$ cat src/rtl/tlu_dut_handshake_pkg.sv
// Shared definitions for the DUT-side TLU handshake responder.
// Latency: none (types, constants and a pure helper function only).
// Backpressure: not applicable.
package tlu_dut_handshake_pkg;

    // Trigger-number width shifted out of the TLU per handshake.
    localparam int TRIG_BITS_DEF = 15;

    // Shortest TLU_CLOCK half period the responder will generate.
    localparam logic [7:0] HALF_PERIOD_MIN = 8'd4;

    // Handshake FSM encoding.
    typedef enum logic [2:0] {
        ST_IDLE     = 3'd0,
        ST_BUSY     = 3'd1,
        ST_SHIFT_HI = 3'd2,
        ST_SHIFT_LO = 3'd3,
        ST_DONE     = 3'd4,
        ST_ABORT    = 3'd5,
        ST_REARM    = 3'd6
    } state_t;

    // Clamp the requested half period so the master always sees a slow enough clock.
    function automatic logic [7:0] eff_half_period(input logic [7:0] hp);
        return (hp < HALF_PERIOD_MIN) ? HALF_PERIOD_MIN : hp;
    endfunction

endpackage

$ cat src/rtl/tlu_dut_handshake_sync_2ff.sv
// Two-flop synchronizer for asynchronous inputs into the clk domain.
// Latency: 2 clk cycles from input change to q.
// Backpressure: none; samples every cycle.
module tlu_sync_2ff #(
    parameter int WIDTH = 1
) (
    input  logic             clk,
    input  logic             rst_n,
    input  logic [WIDTH-1:0] d,
    output logic [WIDTH-1:0] q
);

    logic [WIDTH-1:0] meta;

    // Metastability stage followed by the stable output stage.
    always_ff @(posedge clk or negedge rst_n) begin
        if (!rst_n) begin
            meta <= '0;
            q    <= '0;
        end else begin
            meta <= d;
            q    <= meta;
        end
    end

endmodule

$ cat src/rtl/tlu_dut_handshake.sv
// DUT-side TLU responder: trigger detect, busy, serial number read-out, valid/ready output.
// Latency: TLU_TRIGGER rise to TLU_BUSY 3 cycles; first TLU_CLOCK rise to DATA_VALID TRIG_BITS*2*HP+1.
// Backpressure: single-entry output; while DATA_VALID waits for DATA_READY, TLU_BUSY stays high.
module tlu_dut_handshake
    import tlu_dut_handshake_pkg::*;
#(
    parameter int TRIG_BITS = TRIG_BITS_DEF
) (
    input  logic                 CLK,
    input  logic                 RST_N,
    input  logic                 ENABLE,
    input  logic [7:0]           HALF_PERIOD,
    input  logic [15:0]          TIMEOUT,
    input  logic                 TLU_TRIGGER,
    output logic                 TLU_BUSY,
    output logic                 TLU_CLOCK,
    output logic                 DATA_VALID,
    input  logic                 DATA_READY,
    output logic [TRIG_BITS-1:0] DATA,
    output logic [31:0]          TRIG_CNT,
    output logic [7:0]           ERR_CNT
);

    localparam int BW = (TRIG_BITS > 1) ? $clog2(TRIG_BITS) : 1;

    state_t               state;
    state_t               next_state;
    logic                 trig_s;
    logic                 trig_s_d;
    logic                 trig_rise;
    logic [7:0]           hp_eff;
    logic [7:0]           pcnt;
    logic [15:0]          tcnt;
    logic [BW-1:0]        bitcnt;
    logic [TRIG_BITS-1:0] shreg;
    logic                 loaded;
    logic                 period_last;
    logic                 bit_last;
    logic                 tmo_hit;

    tlu_sync_2ff #(.WIDTH(1)) u_trig_sync (
        .clk   (CLK),
        .rst_n (RST_N),
        .d     (TLU_TRIGGER),
        .q     (trig_s)
    );

    assign trig_rise   = trig_s & ~trig_s_d;
    assign hp_eff      = eff_half_period(HALF_PERIOD);
    assign period_last = (pcnt == hp_eff - 8'd1);
    assign bit_last    = (bitcnt == BW'(TRIG_BITS - 1));
    // tcnt holds completed BUSY cycles, so this cycle is the TIMEOUT-th one.
    assign tmo_hit     = (TIMEOUT != 16'd0) && ((tcnt + 16'd1) == TIMEOUT);

    // Next-state decode; a held trigger in BUSY wins over a timeout only when it has dropped.
    always_comb begin
        next_state = state;
        case (state)
            ST_IDLE:     if (trig_rise && ENABLE) next_state = ST_BUSY;
            ST_BUSY:     if (!trig_s) next_state = ST_SHIFT_HI;
                         else if (tmo_hit) next_state = ST_ABORT;
            ST_SHIFT_HI: if (period_last) next_state = ST_SHIFT_LO;
            ST_SHIFT_LO: if (period_last) next_state = bit_last ? ST_DONE : ST_SHIFT_HI;
            ST_DONE:     if (loaded && !DATA_VALID) next_state = ST_REARM;
            ST_ABORT:    next_state = ST_REARM;
            ST_REARM:    if (!trig_s) next_state = ST_IDLE;
            default:     next_state = ST_IDLE;
        endcase
    end

    // State, registered handshake outputs and the period/timeout/bit counters with the shift register.
    always_ff @(posedge CLK or negedge RST_N) begin
        if (!RST_N) begin
            state     <= ST_IDLE;
            trig_s_d  <= 1'b0;
            TLU_BUSY  <= 1'b0;
            TLU_CLOCK <= 1'b0;
            pcnt      <= '0;
            tcnt      <= '0;
            bitcnt    <= '0;
            shreg     <= '0;
        end else begin
            state     <= next_state;
            trig_s_d  <= trig_s;
            // Outputs follow next_state so they switch on the same edge as the state.
            TLU_BUSY  <= (next_state != ST_IDLE) && (next_state != ST_REARM);
            TLU_CLOCK <= (next_state == ST_SHIFT_HI);
            pcnt      <= ((next_state == state) &&
                          (state == ST_SHIFT_HI || state == ST_SHIFT_LO)) ? pcnt + 8'd1 : 8'd0;
            tcnt      <= (state == ST_BUSY) ? tcnt + 16'd1 : 16'd0;
            if (state == ST_BUSY) begin
                bitcnt <= '0;
            end else if (state == ST_SHIFT_LO && period_last) begin
                // Sample at the end of the low phase, furthest from the master's data change.
                shreg[bitcnt] <= trig_s;
                bitcnt        <= bitcnt + BW'(1);
            end
        end
    end

    // Single-entry output register plus handshake and error counters.
    always_ff @(posedge CLK or negedge RST_N) begin
        if (!RST_N) begin
            DATA       <= '0;
            DATA_VALID <= 1'b0;
            TRIG_CNT   <= '0;
            ERR_CNT    <= '0;
            loaded     <= 1'b0;
        end else begin
            if (state == ST_DONE && !loaded && !DATA_VALID) begin
                DATA       <= shreg;
                DATA_VALID <= 1'b1;
                TRIG_CNT   <= TRIG_CNT + 32'd1;
            end else if (DATA_VALID && DATA_READY) begin
                DATA_VALID <= 1'b0;
            end
            // loaded marks that this DONE visit already produced its word.
            if (state != ST_DONE) begin
                loaded <= 1'b0;
            end else if (!DATA_VALID) begin
                loaded <= 1'b1;
            end
            if (state == ST_ABORT && ERR_CNT != 8'hFF) begin
                ERR_CNT <= ERR_CNT + 8'd1;
            end
        end
    end

endmodule

$ cat config.mk
export PLATFORM = sky130hd
export DESIGN_NAME = tlu_dut_handshake
export DESIGN_NICKNAME = d
export VERILOG_FILES = /design/src/rtl/tlu_dut_handshake_pkg.sv /design/src/rtl/tlu_dut_handshake_sync_2ff.sv /design/src/rtl/tlu_dut_handshake.sv
export SDC_FILE = /design/constraint.sdc
export NUM_CORES = 1
export LEC_CHECK = 0
export ABC_AREA = 0
export BUFFER_PORTS_ARGS = -buffer_cell sky130_fd_sc_hd__buf_2
export CORE_MARGIN = 8
export CORE_UTILIZATION = 25
export CTS_BUF_LIST = sky130_fd_sc_hd__clkbuf_4 sky130_fd_sc_hd__clkbuf_8
export CTS_CLUSTER_DIAMETER = 200
export DETAILED_ROUTE_END_ITERATION = 8
export GPL_TIMING_DRIVEN = 0
export PLACE_DENSITY = 0.39
export RECOVER_POWER = 50
export SLEW_MARGIN = 20
export SYNTH_ARGS = -nofsm -noshare
export SYNTH_HDL_FRONTEND = slang
export SYNTH_HIERARCHICAL = 1
export SYNTH_SLANG_ARGS = --single-unit
export TNS_END_PERCENT = 5
$ cat constraint.sdc
create_clock -name CLK -period 2.4 [get_ports CLK]
set_input_delay 0.24 -clock CLK [delete_from_list [all_inputs] [get_ports CLK]]
set_output_delay 0.24 -clock CLK [all_outputs]
set_load 0.1 [all_outputs]
* Word-level counts from Yosys, hierarchy flattened
Cells that the tools add are included.
Widths: inputs -> output; s select.
** Word-level totals
- Output and inout bits :: 58
- Bits in registers :: 108
** Operators by class
- Multiplexer cells :: 21
- Bitwise gates (word level) :: 3
- Equality and inequality tests :: 15
- Reductions and logical operators :: 20
- Add/sub/neg operators :: 6
- $lt $le $gt $ge :: 3
** Operator list (count)
- $add 32x1->32 const B :: 1
- $mux 3 :: 8
- $pmux 3 s7 :: 1
- $add 16x1->16 const B :: 1
- $add 8x1->8 const B :: 2
- $eq 16x16->1 :: 1
- $mux 16 :: 1
- $mux 8 :: 2
- $reduce_bool 16->1 :: 1
- $bwmux 15 :: 1
- $logic_and 1x1->1 :: 11
- $eq 3x2->1 const B :: 3
- $eq 3x3->1 const B :: 3
- $eq 8x8->1 :: 1
- $lt 8x3->1 const B :: 1
- $mux 4 :: 2
- $ne 8x8->1 const B :: 1
- $sub 8x1->8 const B :: 1
- $ne 3x3->1 const B :: 2
- $lt 4x5->1 const B :: 1
- $mux 1 :: 5
- $add 4x1->4 const B :: 1
- $demux 1 s4 :: 1
- $eq 4x4->1 const B :: 1
- other kinds (12) :: 15

* Depth between registers and ports, before layout
Gate-level depths: netlist (run 1).
- Word-level depth :: 9
- Gate-level depth with buffers :: 15

* Hierarchy
The synthesis (run 1) kept the hierarchy.
** By module, submodules not included
- tlu_dut_handshake :: cells each 553, sequential area each 2652.5 sq um, area an instance 5454.0 sq um, times used 1
- tlu_sync_2ff :: cells each 2, sequential area each 50.0 sq um, area an instance 50.0 sq um, times used 1

* Least setup slack after synthesis (run 1)
No wires, ideal clock.
- Kind :: input to register
- From :: input port HALF_PERIOD[5]
- To :: register shreg[1]
- Arrival :: 3.107 ns
- Cell stages on the path :: 14
- Buffers on the path :: 3
- Slack :: -0.832 ns
- Cells stage by stage :: nor3_1 nand2_1 o21ai_0 ha_1 clkbuf_1 nand2_1 or4_1 o21ai_1 and4_1 buf_4 nand4_4 buf_6 nor4b_1 mux2_2
** Between the ends
- Cells in the longest elaborated chain, start to end :: 6
** RTL lines
- from (decl) :: line tlu_dut_handshake.sv:12 : input logic [7:0] HALF_PERIOD,
- $lt 8x3->1 :: line tlu_dut_handshake_pkg.sv:25 : return (hp < HALF_PERIOD_MIN) ? HALF_PERIOD_MIN : hp;
- $mux 8 * :: line tlu_dut_handshake_pkg.sv:25
- $sub 8x1->8 * :: line tlu_dut_handshake.sv:50 : assign period_last = (pcnt == hp_eff - 8'd1);
- $eq 8x8->1 * :: line tlu_dut_handshake.sv:50
- $logic_and 1x1->1 * :: line tlu_dut_handshake.sv:93 : end else if (state == ST_SHIFT_LO && period_last) begin
- $reduce_and 2->1 (no line) *
- to (signal, indexed assignment) :: line tlu_dut_handshake.sv:95 : shreg[bitcnt] <= trig_s;
- to (decl) :: line tlu_dut_handshake.sv:35 : logic [TRIG_BITS-1:0] shreg;
Every way passes the cells marked *; elsewhere a longest branch is shown, timed or not.
A chain may end at the register's enable or synchronous reset.

* Worst setup path after layout (run 1)
- From :: input port HALF_PERIOD[3]
- To :: register TLU_BUSY
** Between the ends
- Cells in the longest elaborated chain, start to end :: 8
** RTL lines
- $lt 8x3->1 :: line tlu_dut_handshake_pkg.sv:25
- $mux 8 * :: line tlu_dut_handshake_pkg.sv:25
- $sub 8x1->8 * :: line tlu_dut_handshake.sv:50
- $eq 8x8->1 * :: line tlu_dut_handshake.sv:50
- $mux 3, on equally long branches :: line tlu_dut_handshake.sv:63, tlu_dut_handshake.sv:62
- $pmux 3 s7 * :: line tlu_dut_handshake.sv:58 : case (state)
- $ne 3x3->1 or $reduce_bool 3->1 (tied branches) :: line tlu_dut_handshake.sv:86 : TLU_BUSY <= (next_state != ST_IDLE) && (next_state != ST_REARM);
- $logic_and 1x1->1 * :: line tlu_dut_handshake.sv:86
- to (signal assigned) :: line tlu_dut_handshake.sv:86
- to (decl) :: line tlu_dut_handshake.sv:15 : output logic TLU_BUSY,
Marked as above.

==> qor.tcl, run 1 <==
set qor(globalRouteMet2Util_pct) 17.7
set qor(floorplan.initialDensity_pct) 25.4
set qor(initialDrtViolationCount) 167
set qor(placedCellCount) 921
set qor(h-tree-depth) 3
set qor(cellPowerDensity_nw_per_um2) 564
set qor(clk_root_buffer_cell) {clkbuf_8}
set qor(total_cts_buffers) 9
set qor(post_drt_via_cell_ratio) 4.51
set qor(violations) {negative setup slack}
set qor(critical_path.max_fanout) 6
set qor(synth_top_cells_by_count) {dfrtp_1, nand2_1, xnor2_1, nor2_1, nand3_1}
set qor(post_layout_nonfiller_instances) 957
set qor(drt_first_pass_iters) 4
set qor(critPathMostFrequentCell) {buf_4}
set qor(critical_path_class) {in -> reg}
set qor(status) {finished with violations}
set qor(relSlewSlack_pct) 5.11
set qor(gp_congestion) 0.789
set qor(antennaDiodeCount) 0
set qor(post-route-drc-count) 0
set qor(synthDistinctLibCells) 54
set qor(floorplan.die.width_um) 164
set qor(i_o_pin_count) 87
set qor(crit_path_end_kind) {register}
set qor(drt-wirelength-per-cell_um) 14.5
set qor(place.port_buffers) 85
set qor(post-synth-top-area-fraction_pct) 49.1
set qor(worst_skew_late_latency_ns) 0.39
set qor(flip_flop_cell_with_the_highest_count_after_synthesis) {dfrtp_1}
set qor(slew_violations) 0
set qor(crit_chain) {buf_8 > nor3_4 > nand2_2 > o21ai_4 > ha_4 > nand2_2 > buf_4 > o221a_2 > nand4_1 > o21ai_2 > and4_1 > buf_6 > buf_4 > buf_4 > a31oi_2 > a21oi_1 > or3_1}
set qor(power.leakage_nw) 3.23
set qor(maxCapViolCount) 0
set qor(grt_setup_unrepaired) {true}
set qor(number_of_storage_elements_in_the_synthesis_netlist) 108
set qor(final-hold-violation-count) 0
set qor(tritoncts) {done}
set qor(setup_viol_count_final) 18
set qor(finalCritPeriodShare_pct) 108
set qor(vdd_ir_drop_max_uv) 250
set qor(measured_slew_at_the_worst_slew_check_pin_ns) 1.42
set qor(worstSetupStartpointType) {input pin}
set qor(synthMostInstantiatedCell) {dfrtp_1}
set qor(routed_wirelength_um) 13900
set qor(hold_class) {in -> reg}
set qor(critical_path_arrival_ns) 2.86
set qor(post_synth.cell_area_avg_um2) 9.92
set qor(track_usage_pct) 10.8
set qor(grt.busiest_layer) {met2}
set qor(final.setup.tns_ns) -1.71
set qor(first_global_vias) 4613
set qor(rows) 54
set qor(final.setup_skew_ns) 0.0235
set qor(tritoncts_num_sinks) 108
set qor(ratio_of_cells_with_drive_above_1_in_the_final_layout_pct) 27.0
set qor(clk_pin_slew_worst_paths_ns) 0.11
set qor(overall_die_height_um) 164
set qor(setup_ws_ns) -0.196
set qor(post-dp-hpwl_um) 10000
set qor(dpl_worst_slack_ns) -1.01
set qor(final.min_clock_period_ns) 2.60
set qor(antenna_violations_before_repair) 0
set qor(layout_stage_area_growth_over_the_synthesis_result_pct) 27.7
set qor(ant_nets) 0
set qor(core-area_um2) 21700
set qor(globalRouteMet3Util_pct) 2.17
set qor(maximum_number_of_pins_on_one_net_before_global_route_repair) 56
set qor(synth_seq_area_share_pct) 49.1
set qor(dr_total_vias) 4314
set qor(grt_use_met1_pct) 13.9
set qor(n_fill_cell) 2254
set qor(die_area_um2) 27000
set qor(number_of_warnings_printed_during_yosys_synthesis) 6
set qor(critical_path.max_stage_delay_ns) 0.36
set qor(nets) 710
set qor(postSynthCellCount) 555
set qor(post_synth_arst_share_pct) 100
set qor(netlist_top_cells_area) {dfrtp_1, xnor2_1, nand2_1}
set qor(fmax_mhz) 385
set qor(syn_nets) 593
set qor(number_of_flops_mapped_to_enable_cells_by_yosys) 0
set qor(clock_tree.buffer_depth) 2
set qor(layout.core_utilization_pct) 32.4
set qor(cell_area_after_synthesis_um2) 5500
set qor(globalRouteOverflowTotal) 0
set qor(first_pass_grt_wire_length_um) 23600
set qor(post-synth-top-area-cell) {dfrtp_1}
set qor(cp_data_required_time_ns) 2.67
set qor(critPathSlowestCell) {or3_1}
==> registers in the layout, indices dropped and copies added (netlist names) <==
name,count
DATA,15
DATA_VALID,1
ERR_CNT,8
TLU_BUSY,1
TLU_CLOCK,1
TRIG_CNT,32
bitcnt,4
loaded,1
pcnt,8
shreg,15
state,3
tcnt,16
trig_s_d,1
u_trig_sync/meta,1
u_trig_sync/q,1
==> per-stage QoR <==
step,power (mW),hold slack (ns),cell area (µm²)
CTS,4.04,0.0410,6990
detailed placement,2.67,0.251,6360
global route,4.23,0.0426,7030
finish,3.96,0.0731,7030
floorplan,2.47,-0.0556,5550
global placement,2.65,0.341,6330
==> final timing paths <==
path	from	to	slack, ns	cells past startpoint
max	HALF_PERIOD[3]	TLU_BUSY	-0.20	17
min	DATA_READY	DATA_VALID	0.07	2
max reg2reg	pcnt[2]	TLU_BUSY	-0.15	12
min reg2reg	u_trig_sync/meta	u_trig_sync/q	0.37	0
max in group asynchronous	RST_N	tcnt[3]	0.49	3
min in group asynchronous	RST_N	TRIG_CNT[20]	0.71	2
==> final cells by class <==
type,count,area (µm²),share of cell area (%)
Multi-Input combinational cell,409,2920,41.6
Sequential cell,108,2710,38.5
Clock inverter,7,103,1.46
Buffer,24,149,2.12
Timing Repair Buffer,108,631,8.97
Tap cell,280,350,4.98
Inverter,12,45.0,0.641
Clock buffer,9,124,1.76
==> worst max-delay path: cells and delay by family <==
family / cells / cell delay [ns]
compound gates: 5 / 0.75
fa+ha+maj: 1 / 0.17
buf+inv: 5 / 0.64
simple gates: 6 / 1.05
==> cell usage in the layout (no fill, tap or decap), types with 12 or more instances in the layout <==
cell and instances:
nand3_1 30, dfrtp_1 106, xor2_1 27, nand2_1 82, xnor2_1 53, and3_1 13
nand4_1 16, clkbuf_1 24, inv_1 12, buf_2 71, nor2_1 44, buf_4 19
==> cells by family (layout without fill, tap and decap cells) <==
kind of cell    count (synthesis)  after routing  synth area share, %
compound gates                 41             41                 5.25
simple gates                  260            260                 23.9
mux                            17             17                 3.46
xor+xnor                       82             82                 13.3
flops                         108            108                 49.1
buf+inv                        38            160                 2.91
fa+ha+maj                       9              9                 2.05
==> report_power, final <==
group          leakage [nW]  switching [mW]  internal, mW  total (mW)
Combinational          1.65           0.378         0.309       0.688
Sequential             1.46           0.116          1.91        2.02
Clock                 0.113           0.733         0.521        1.25
==> per-layer routing <==
layer | vias up | share of wire (%) | routed length (µm)
met5 | - | 0 | 0
met4 | 0 | 1.1 | 153
met3 | 11 | 4.7 | 653
met2 | 75 | 46 | 6440
met1 | 2089 | 48 | 6610
li1 | 2139 | - | -
==> timing repair <==
| item | in CTS | in global routing |
|---|---|---|
| setup buffers | 19 | 0 |
| setup endpoints to repair | 43 | 39 |
| cloned | 1 | 0 |
| pin swaps | 16 | 7 |
| gates resized for setup | 56 | 20 |
| endpoints found under the hold margin | 54 | 0 |
| hold buffers | 2 | 0 |
Note: power is estimated with default switching activity, not from simulation.
==> inputs of run 2 (changes only) <==
- CORE_UTILIZATION: 25 -> 53
- PLACE_DENSITY: 0.39 -> 0.74
==> qor.tcl, run 2 (same netlist as run 1, synthesis figures left out) <==
set qor(rows) 37 ;# -31%
set qor(floorplan.initialDensity_pct) 54.0 ;# +29 points
set qor(die_area_um2) 13900 ;# -49%
set qor(drt-wirelength-per-cell_um) 15.1 ;# +4.5%
set qor(fin_worst_hold_slack_ns) 0.103 ;# +0.0297 ns
set qor(power.leakage_nw) 3.22 ;# about the same
set qor(grt_setup_unrepaired) {true}
set qor(cp_data_required_time_ns) 2.66 ;# about the same
set qor(layout_stage_area_growth_over_the_synthesis_result_pct) 23.8
set qor(wl_met2_um) 6060 ;# -5.9%
set qor(final.setup_skew_ns) 0.0109 ;# -0.0126 ns
set qor(floorplan.die.width_um) 118 ;# -28%
set qor(critical_path_class) {in -> reg}
set qor(first_pass_grt_wire_length_um) 20800 ;# -12%
set qor(relSlewSlack_pct) -26.0 ;# -31 points
set qor(antennaDiodeCount) 0 ;# unchanged
set qor(tritoncts_num_sinks) 108 ;# unchanged
set qor(track_usage_pct) 17.7 ;# +7.0 points
set qor(globalRouteOverflowTotal) 0 ;# unchanged
set qor(first_global_vias) 4379 ;# -5.1%
set qor(nets) 711 ;# +0.14%
set qor(dr_total_vias) 4403 ;# +2.1%
set qor(measured_slew_at_the_worst_slew_check_pin_ns) 1.89 ;# +0.467 ns
set qor(maximum_number_of_pins_on_one_net_before_global_route_repair) 76 ;# +36%
set qor(largest_register_ffs) 32 ;# unchanged
set qor(routed_wirelength_um) 12300 ;# -11%
set qor(route.met3.wl_um) 601 ;# -8.0%
set qor(finalCritPeriodShare_pct) 109 ;# +0.38 points
set qor(setup_viol_count_final) 18 ;# unchanged
set qor(cellPowerDensity_nw_per_um2) 577 ;# +2.3%
set qor(final-hold-violation-count) 0 ;# unchanged
set qor(i_o_pin_count) 87 ;# unchanged
set qor(post-route-drc-count) 0 ;# unchanged
set qor(highest_count_cells_in_the_layout_ignoring_fill_and_taps) {dfrtp_1, nand2_1, buf_2}
set qor(initialDrtViolationCount) 250 ;# +50%
set qor(layout.cells.most_common) {dfrtp_1}
set qor(worstSetupStartpointType) {input pin}
set qor(worst_skew_late_latency_ns) 0.37 ;# -0.02 ns
set qor(n_fill_cell) 802 ;# -64%
set qor(hold_class) {in -> reg}
set qor(crit_path_end_kind) {register}
set qor(slew_violations) 34 ;# +34
set qor(place.port_buffers) 85 ;# unchanged
set qor(layout.core_utilization_pct) 66.9 ;# +35 points
set qor(dpl_worst_slack_ns) -1.01 ;# -0.00248 ns
set qor(violations) {max-capacitance violations, max-slew violations, negative setup slack}
set qor(total_cts_buffers) 9 ;# unchanged
set qor(gp_congestion) 0.915 ;# +16%
set qor(h-tree-depth) 3 ;# unchanged
set qor(setup_ws_ns) -0.205 ;# -0.00901 ns
set qor(critical_path_arrival_ns) 2.87 ;# about the same
set qor(overall_die_height_um) 118 ;# -28%
set qor(clk_pin_slew_worst_paths_ns) 0.10 ;# about the same
set qor(biggestRegsByFlops) {TRIG_CNT (32), tcnt (16)}
set qor(antenna_violations_before_repair) 0 ;# unchanged
set qor(highest-signal-layer) {met4}
set qor(drt_first_pass_iters) 4 ;# unchanged
set qor(maxCapViolCount) 1 ;# +1
set qor(core-area_um2) 10200 ;# -53%
set qor(register_with_the_highest_flop_count) {TRIG_CNT}
set qor(clk_root_buffer_cell) {clkbuf_8}
set qor(critical_path.max_fanout) 5 ;# -1
set qor(ant_nets) 0 ;# unchanged
set qor(fmax_mhz) 384 ;# -0.35%
set qor(clock_tree.buffer_depth) 2 ;# unchanged
set qor(final.setup.tns_ns) -2.44 ;# -0.736 ns
set qor(post-dp-hpwl_um) 8640 ;# -14%
set qor(met1Wirelength_um) 5440 ;# -18%
set qor(ratio_of_cells_with_drive_above_1_in_the_final_layout_pct) 26.7 ;# -0.33 points
set qor(final.min_clock_period_ns) 2.61 ;# +0.00901 ns
set qor(post_drt_via_cell_ratio) 5.41 ;# +20%
set qor(status) {finished with violations}
set qor(tritoncts) {done}
set qor(vdd_ir_drop_max_uv) 414 ;# +65%
run 2: cell types whose count changed in the layout (fill, tap and decap cells not counted), moves of 2 or more:
| cell | delta |
|---|---|
| nor4_2 | +2 |
| mux2_4 | -3 |
| clkbuf_1 | +3 |
| mux2_2 | +3 |
| nor2_1 | +2 |
| nor4b_2 | -2 |
| buf_6 | -2 |
| clkinv_8 | -2 |
| nor4b_4 | +2 |
run 2: metal layers:
layer,track usage (%),vias up
met1,22.2,2137
met5,0,-
li1,-,2144
met3,3.69,17
met2,29.5,105
met4,6.81,0
run 2: metrics by stage:
| step | instance area (µm²) | total power [mW] | cells |
|---|---|---|---|
| 6_report | 6820 | 3.93 | 814 |
| 5_1_grt | 6820 | 4.11 | 814 |
| 4_1_cts | 6690 | 3.87 | 810 |
| 3_5_place_dp | 6180 | 2.66 | 777 |
| 3_3_place_gp | 6150 | 2.63 | 776 |
| 2_1_floorplan | 5550 | 2.47 | 555 |
run 2: repair_timing:
| action | CTS | global route |
|---|---|---|
| gates resized for setup | 42 | 24 |
| setup buffers | 16 | 5 |
| endpoints found under the setup margin | 42 | 39 |
| gates cloned | 1 | 0 |
| hold buffers | 2 | 0 |
| pin swaps | 13 | 16 |
| hold endpoints to repair | 34 | 0 |
run 2: path summary, 6_finish.rpt:
| kind | startpoint | slack, ns | cells past startpoint | to |
|---|---|---|---|---|
| setup / recovery | HALF_PERIOD[4] | -0.21 | 14 | shreg[1] |
| hold / removal | DATA_READY | 0.10 | 2 | DATA_VALID |
| setup reg to reg | pcnt[4] | -0.13 | 9 | shreg[1] |
| hold reg to reg | u_trig_sync/meta | 0.36 | 0 | u_trig_sync/q |
| max in group asynchronous | RST_N | 0.35 | 3 | tcnt[3] |
| min in group asynchronous | RST_N | 0.92 | 2 | TRIG_CNT[10] |
run 2: area by class of cell:
class	instances	area (µm²)	share of cell area, %
well taps	136	170	2.50
flip-flops and latches	108	2710	39.7
clock inverters	5	67.6	0.991
inverters	12	45.0	0.661
multi-input cells	409	2920	42.8
plain buffers	24	131	1.93
repair buffers	109	639	9.38
clock buffers	11	139	2.04
run 2: worst max-delay path, cell delays in order:
cell and delay [ns]:
buf_8 0.10, nor3_4 0.20, nand2_2 0.12, o21ai_4 0.19
ha_4 0.18, nand2_2 0.06, or4_4 0.42, o21ai_2 0.15
and4_1 0.23, buf_6 0.12, nand4_4 0.09, buf_6 0.17
nor4b_4 0.25, mux2_4 0.33
run 2: where the power goes:
group / internal [mW] / switching [mW]
sequential: 1.91 / 0.122
clock: 0.524 / 0.636
combinational: 0.333 / 0.411
